[src/rtl/bcd_pkg.sv]
// Shared definitions for the digit-serial packed-BCD adder/subtractor.
//   state_t    : control FSM states
//   BCD_MAX    : largest legal BCD digit value
//   BCD_CORR   : decimal correction added to a binary digit sum above BCD_MAX
//   nines_comp : per-digit 9's complement, taken modulo 16 so non-BCD digits stay deterministic
package bcd_pkg;

   typedef enum logic [1:0] {
      IDLE,
      RUN,
      DONE
   } state_t;

   localparam logic [3:0] BCD_MAX  = 4'd9;
   localparam logic [3:0] BCD_CORR = 4'd6;

   function automatic logic [3:0] nines_comp(input logic [3:0] d);
      // 4-bit subtraction wraps, giving (9 - d) mod 16 for digits above 9
      return BCD_MAX - d;
   endfunction

endpackage

[src/rtl/bcd_digit_add.sv]
// Single-digit decimal adder: a_i + b_i + c_i with BCD correction.
//   a_i, b_i : 4-bit digits (treated as raw binary, so non-BCD digits follow the same rule)
//   c_i      : decimal carry in
//   digit_o  : corrected result digit
//   c_o      : decimal carry out
module bcd_digit_add
   import bcd_pkg::*;
(
   input  logic [3:0] a_i,
   input  logic [3:0] b_i,
   input  logic       c_i,
   output logic [3:0] digit_o,
   output logic       c_o
);

   logic [4:0] z;

   always_comb begin
      z = {1'b0, a_i} + {1'b0, b_i} + {4'b0, c_i};
      if (z > {1'b0, BCD_MAX}) begin
         // low nibble of z+6; the 4-bit add drops the bit that becomes the carry
         digit_o = z[3:0] + BCD_CORR;
         c_o     = 1'b1;
      end else begin
         digit_o = z[3:0];
         c_o     = 1'b0;
      end
   end

endmodule

[src/rtl/bcd_serial_addsub.sv]
// Digit-serial packed-BCD adder/subtractor, one digit per clock, least significant digit first.
// Subtraction is done as A + 9's complement(B) + ~borrow, so cout=1 means no borrow.
//   clk, rst_n           : clock, synchronous active-low reset
//   in_valid / in_ready  : operand handshake (ready only in IDLE and out of reset)
//   a, b, cin, sub       : packed BCD operands, carry/borrow in, 0=add 1=subtract
//   out_valid / out_ready: result handshake, result held while out_valid
//   sum, cout, err       : packed BCD result, decimal carry / not-borrow, non-BCD operand flag
module bcd_serial_addsub
   import bcd_pkg::*;
#(
   parameter int unsigned DIGITS = 4,
   parameter int unsigned IDX_W  = $clog2(DIGITS + 1)
) (
   input  logic                clk,
   input  logic                rst_n,
   input  logic                in_valid,
   output logic                in_ready,
   input  logic [4*DIGITS-1:0] a,
   input  logic [4*DIGITS-1:0] b,
   input  logic                cin,
   input  logic                sub,
   output logic                out_valid,
   input  logic                out_ready,
   output logic [4*DIGITS-1:0] sum,
   output logic                cout,
   output logic                err
);

   localparam logic [IDX_W-1:0] LAST_IDX = IDX_W'(DIGITS - 1);

   state_t              state_q, state_d;
   logic [IDX_W-1:0]    idx_q, idx_d;
   logic [4*DIGITS-1:0] a_q, a_d;
   logic [4*DIGITS-1:0] b_q, b_d;
   logic                c_q, c_d;
   logic [4*DIGITS-1:0] sum_q, sum_d;
   logic                cout_q, cout_d;
   logic                err_q, err_d;
   logic                err_in_q, err_in_d;

   logic [4*DIGITS-1:0] b_conv;
   logic                raw_err;
   logic [3:0]          dig;
   logic                dig_c;

   // Operand conditioning at accept: complement B for subtract, flag any non-BCD raw digit
   always_comb begin
      b_conv  = '0;
      raw_err = 1'b0;
      for (int unsigned i = 0; i < DIGITS; i++) begin
         b_conv[i*4 +: 4] = sub ? nines_comp(b[i*4 +: 4]) : b[i*4 +: 4];
         raw_err = raw_err | (a[i*4 +: 4] > BCD_MAX) | (b[i*4 +: 4] > BCD_MAX);
      end
   end

   bcd_digit_add u_digit (
      .a_i     (a_q[idx_q*4 +: 4]),
      .b_i     (b_q[idx_q*4 +: 4]),
      .c_i     (c_q),
      .digit_o (dig),
      .c_o     (dig_c)
   );

   always_comb begin
      state_d  = state_q;
      idx_d    = idx_q;
      a_d      = a_q;
      b_d      = b_q;
      c_d      = c_q;
      sum_d    = sum_q;
      cout_d   = cout_q;
      err_d    = err_q;
      err_in_d = err_in_q;
      unique case (state_q)
         IDLE: begin
            if (in_valid) begin
               state_d  = RUN;
               a_d      = a;
               b_d      = b_conv;
               c_d      = sub ? ~cin : cin;
               err_in_d = raw_err;
               idx_d    = '0;
            end
         end
         RUN: begin
            sum_d[idx_q*4 +: 4] = dig;
            c_d    = dig_c;
            cout_d = dig_c;
            // flag captured at accept becomes visible with the first result digit
            err_d  = err_in_q;
            if (idx_q == LAST_IDX) begin
               idx_d   = '0;
               state_d = DONE;
            end else begin
               idx_d = idx_q + 1'b1;
            end
         end
         DONE: begin
            if (out_ready) state_d = IDLE;
         end
         default: state_d = IDLE;
      endcase
   end

   always_ff @(posedge clk) begin
      if (!rst_n) begin
         state_q  <= IDLE;
         idx_q    <= '0;
         a_q      <= '0;
         b_q      <= '0;
         c_q      <= 1'b0;
         sum_q    <= '0;
         cout_q   <= 1'b0;
         err_q    <= 1'b0;
         err_in_q <= 1'b0;
      end else begin
         state_q  <= state_d;
         idx_q    <= idx_d;
         a_q      <= a_d;
         b_q      <= b_d;
         c_q      <= c_d;
         sum_q    <= sum_d;
         cout_q   <= cout_d;
         err_q    <= err_d;
         err_in_q <= err_in_d;
      end
   end

   assign in_ready  = (state_q == IDLE) & rst_n;
   assign out_valid = (state_q == DONE);
   assign sum       = sum_q;
   assign cout      = cout_q;
   assign err       = err_q;

endmodule

[config.mk]
export PLATFORM = sky130hd
export DESIGN_NAME = bcd_serial_addsub
export DESIGN_NICKNAME = d
export VERILOG_FILES = /design/src/rtl/bcd_pkg.sv /design/src/rtl/bcd_digit_add.sv /design/src/rtl/bcd_serial_addsub.sv
export SDC_FILE = /design/constraint.sdc
export NUM_CORES = 1
export LEC_CHECK = 0
export CAP_MARGIN = 20
export CORE_MARGIN = 10
export CORE_UTILIZATION = 57
export CTS_BUF_LIST = sky130_fd_sc_hd__clkbuf_8
export DETAILED_ROUTE_END_ITERATION = 16
export PLACE_DENSITY_LB_ADDON = 0.1
export SETUP_SLACK_MARGIN = 0.05
export SLEW_MARGIN = 30
export SYNTH_ARGS = -nofsm -noshare
export SYNTH_HDL_FRONTEND = slang
export SYNTH_SLANG_ARGS = --single-unit
export TNS_END_PERCENT = 50
[constraint.sdc]
create_clock -name clk -period 7.38 [get_ports clk]
set_input_delay 1.476 -clock clk [delete_from_list [all_inputs] [get_ports clk]]
set_output_delay 1.476 -clock clk [all_outputs]
set_load 0.01 [all_outputs]
==> Word-level counts from Yosys, hierarchy flattened <==
Index checks and enable logic that the tools add are counted.
{ "classes": {"add_sub_neg": 9, "magnitude_cmp": 9, "n_eq_ne": 6, "shift": 4, "mux": 17, "bitwise": 9, "n_reduce_logical": 5} }
{ "op_table": {"columns": ["cell", "count"], "rows": [
  ["$neg A5 Y34", 1],
  ["$shift A4 B34 Y16 const A", 1],
  ["$shiftx A4 B34 Y16", 1],
  ["$gt A4 B4 Y1 const B", 8],
  ["$shiftx A16 B6 Y4", 2],
  ["$mux W4", 5],
  ["$bwmux W16", 1],
  ["$sub A4 B4 Y4 const A", 4],
  ["$or A1 B1 Y1", 7],
  ["$mux W2", 3],
  ["$mux W3", 2],
  ["$pmux W2 S3", 1],
  ["$pmux W3 S2", 1],
  ["$add A4 B4 Y5", 1],
  ["$add A5 B1 Y5", 1],
  ["$gt A5 B4 Y1 const B", 1],
  ["$add A4 B3 Y4 const B", 1],
  ["$ne A2 B2 Y1 const B", 2],
  ["$reduce_and A2 Y1", 2],
  ["$add A3 B1 Y3 const B", 1],
  ["$eq A3 B2 Y1 const B", 1],
  ["$mux W1", 3],
  ["$reduce_and A3 Y1", 1],
  ["$eq A2 B1 Y1 const B", 1],
  ["7 further kinds", 7]
]} }
{ "totals": {"reg_bits": 57, "input_bits": 38, "output_inout_bits": 20, "elab_cells": 68} }

==> Longest topological paths before layout <==
{ "logic_depth": {"depth_word": 8, "mapped_depth": 12, "ltp_nobuf": 11} }

==> Cells and area by module <==
From an unflattened synthesis, not the netlist that was laid out.
{ "unflattened": {"cells_unflattened": 339, "area_unflattened_um2": 2980.4} }
{ "by_module_without_submodules": {"columns": ["mod", "n_inst", "cells_per_inst", "area_each_um2", "seq_area_each_um2"], "rows": [
  ["bcd_serial_addsub", 1, 317, 2768.9, 1141.1],
  ["bcd_digit_add", 1, 22, 211.5, 0.0]
]} }

==> Worst setup path before layout <==
OpenSTA, ideal clock, no wires.
{ "synth_path": {"path_type": "input to output", "startpoint": "in rst_n", "endpoint": "out in_ready", "arrival_time_ns": 2.231, "required_time_ns": 5.904, "setup_slack_ns": 3.673, "cell_stages": 4, "n_path_buf": 2, "cell_sequence": "inv_1 -> clkbuf_1 -> clkbuf_1 -> nor3_1"} }
{ "synth_between": {"elab_chain_len": 1} }
{ "synth_rtl": {"columns": ["item", "line_no", "text"], "rows": [
  ["start: declaration", "bcd_serial_addsub.sv:15", "input logic rst_n,"],
  ["$and A1 B1 Y1", "bcd_serial_addsub.sv:129", "assign in_ready = (state_q == IDLE) & rst_n;"],
  ["end: declaration", "bcd_serial_addsub.sv:17", "output logic in_ready,"]
]} }
No other way between the ends.

==> Worst setup path after layout <==
Ends and elaborated chain as after synthesis.

==> out/summary.txt <==
initial core utilization: 59.6%
Sw Ratio: 27.9%
worst skew pair latency: 0.34 ns
vias in the first global route: 2436
root buf cell: clkbuf_8
Crit Path Class: primary input to output port
Remaining DRCs: 0
area leader, netlist: dfxtp_1
number of enable flip-flop cells after synthesis: 0
combinational power share: 21.1%
synthesized area per cell: 8.72 µm²
flops & latches, synth: 57
RSZ-0062 raised after global routing: no
final number of max-transition violations: 0
Hold Slack: 0.453 ns
Detailed Place HPWL: 4.94 mm
via count: 2490
Die Y: 91.0 µm
Syn Inst Count: 329
syn_nets: 383
CTS sink cnt: 57
initial antenna violation count: 0
Detailed Route WL: 6.66 mm
crit path from: rst_n
Die Span X: 91.0 µm
minimum clock period: 4.67 ns
share of power burned in the clock network: 35.5%
Slew @ Worst Pin: 0.755 ns
first-pass GRT wire length: 11.4 mm
row count: 25
Clock H-tree levels: 3
Synth warnings: 0
Avg Vias per Cell: 5.52
RR Startpoint: idx_q[0]$_SDFFE_PN0P_
CTS Buf Count: 9
Layout area overhead: 27.3%
Antenna Nets Post-Route: 0
Setup Fix Bufs, Post-CTS: 0
pin count of the biggest net entering global routing: 49
Worst slew margin: 49.6%
ranking of synthesized cells by area: dfxtp_1 40%, nand2_1 6.9%, mux4_2 6.3%
Seq pwr share: 43.4%
internal power: 562 µW
n_diodes: 0
worst hold path class: flip-flop to flip-flop
Layout fillers: 401
maxcap violations: 0
Util after Layout: 75.9%
VDD IR-drop max: 0.134 mV
routed length per instance: 14.8 µm
CP Capture Type: output port
CTS tree: done
Setup TNS Final: 0 ns
Post-CTS Resized: 0
PwrDens: 213 nW/µm²
status: completed
Worst setup SP type: primary input
GRT overflow: 0
ys flop type: dfxtp_1
Leak: 0.00142 µW
Core Region: 4820 µm²
drt first pass iters: 6
Port Buffers: 57
mapped cell area: 2870 µm²
hold buffers post-CTS: 0
cell with the most instances after synthesis: dfxtp_1
all-layer global routing usage: 16.6%
Total Nets Final: 433
Critical Path Fanout Max: 14
final worst path period share: 63.2%
Worst Hold Launch: err_in_q$_SDFFE_PN0P_
Clock Skew: 0.00816 ns
CTS Buffer Depth: 2
Max Clk Rate: 214 MHz
Clock Pin Slew Worst Setup and Hold Paths: 0.06 ns
P_sw: 217 µW
worst path required time: 5.90 ns
post-synth top area share: 39.8%
sequential area share after synthesis: 39.8%
Cell variety after synth: 43
async set-reset flop share out of synthesis: 0%
share of layout cells above drive strength 1: 8.07%
Boundary Pins: 58
Final setup viols: 0
GPL Wtd Cong: 0.776
CP Data Arrival Time: 3.19 ns
initial DRC count: 175
Fin. Hold Viols: 0
Post-synth top cells: 57 x dfxtp_1, 53 x nand2_1, 33 x a21oi_1
die area: 8270 µm²
[state kept, by name (all words and copies together), names as in the netlist]
name	flops
a_q	16
b_q	16
c_q	1
cout	1
err	1
err_in_q	1
idx_q	3
state_q	2
sum	16
[placed cells by master, fill, tap and decap left out, types with 6 or more instances in the layout]
| cell type | instances |
|---|---|
| clkbuf_8 | 13 |
| ha_1 | 14 |
| nand3_1 | 6 |
| clkdlybuf4s50_1 | 57 |
| a32o_1 | 8 |
| mux4_2 | 8 |
| and2_1 | 7 |
| a211oi_1 | 13 |
| xnor2_1 | 6 |
| inv_1 | 19 |
| o21ai_0 | 12 |
| a21oi_1 | 33 |
| nand2_1 | 53 |
| dfxtp_1 | 57 |
| nor2_1 | 27 |
[power by group through the flow]
stage,sequential (µW),clock [µW],combinational (µW)
after CTS,338,278,165
after global placement,345,0,161
after global routing,341,296,183
after floorplan,341,0,112
final,338,276,164
after detailed placement,345,0,164
[final timing paths]
path                            slack, ns             endpoint  cells past startpoint
worst max-delay path                 2.71             in_ready                      4
worst min-delay path                 0.45     err$_SDFFE_PN0P_                      2
worst max register to register       3.54  sum[6]$_SDFFE_PN0P_                     11
worst min register to register       0.45     err$_SDFFE_PN0P_                      2
[area by class of cell]
cell class	count	area, µm²	area share, %
flip-flops and latches	57	1140	31.2
clock buffers	13	179	4.90
clock inverters	3	13.8	0.377
well taps	67	83.8	2.29
multi-input cells	234	1580	43.3
inverters	18	67.6	1.85
repair buffers	59	586	16.0
[stage by stage]
step | total power (µW) | cell area [µm²] | setup slack, ns | std cells
floorplan | 454 | 2870 | 3.67 | 329
global placement | 506 | 3460 | 2.72 | 435
detailed placement | 509 | 3460 | 2.72 | 435
CTS | 782 | 3650 | 2.70 | 451
global route | 820 | 3650 | 2.64 | 451
finish | 779 | 3650 | 2.71 | 451
[logic make-up (layout without fill, tap and decap cells)]
group | count (synthesis) | in the layout | share of synthesized area, %
adder cells (fa/ha/maj) | 16 | 16 | 7.50
XOR/XNOR | 11 | 11 | 3.36
buffers and inverters | 38 | 93 | 5.06
AO/OA/AOI/OAI | 77 | 77 | 17.4
AND/OR/NAND/NOR | 115 | 115 | 18.0
flip-flops | 57 | 57 | 39.8
multiplexers | 15 | 15 | 8.89
[per-layer routing]
layer	vias to the layer above	global-route usage (%)	part of all wire, %
li1	1257	-	-
met1	1159	18.6	44
met3	14	5.68	5.3
met4	0	7.05	1.9
met2	60	28.1	49
met5	-	0	0
[critical path, cell delays in order]
cell             delay [ns]
clkdlybuf4s50_1        0.77
inv_1                  0.11
nor3_1                 0.23
clkdlybuf4s50_1        0.59
No activity file was read; power rests on OpenSTA's default activity.
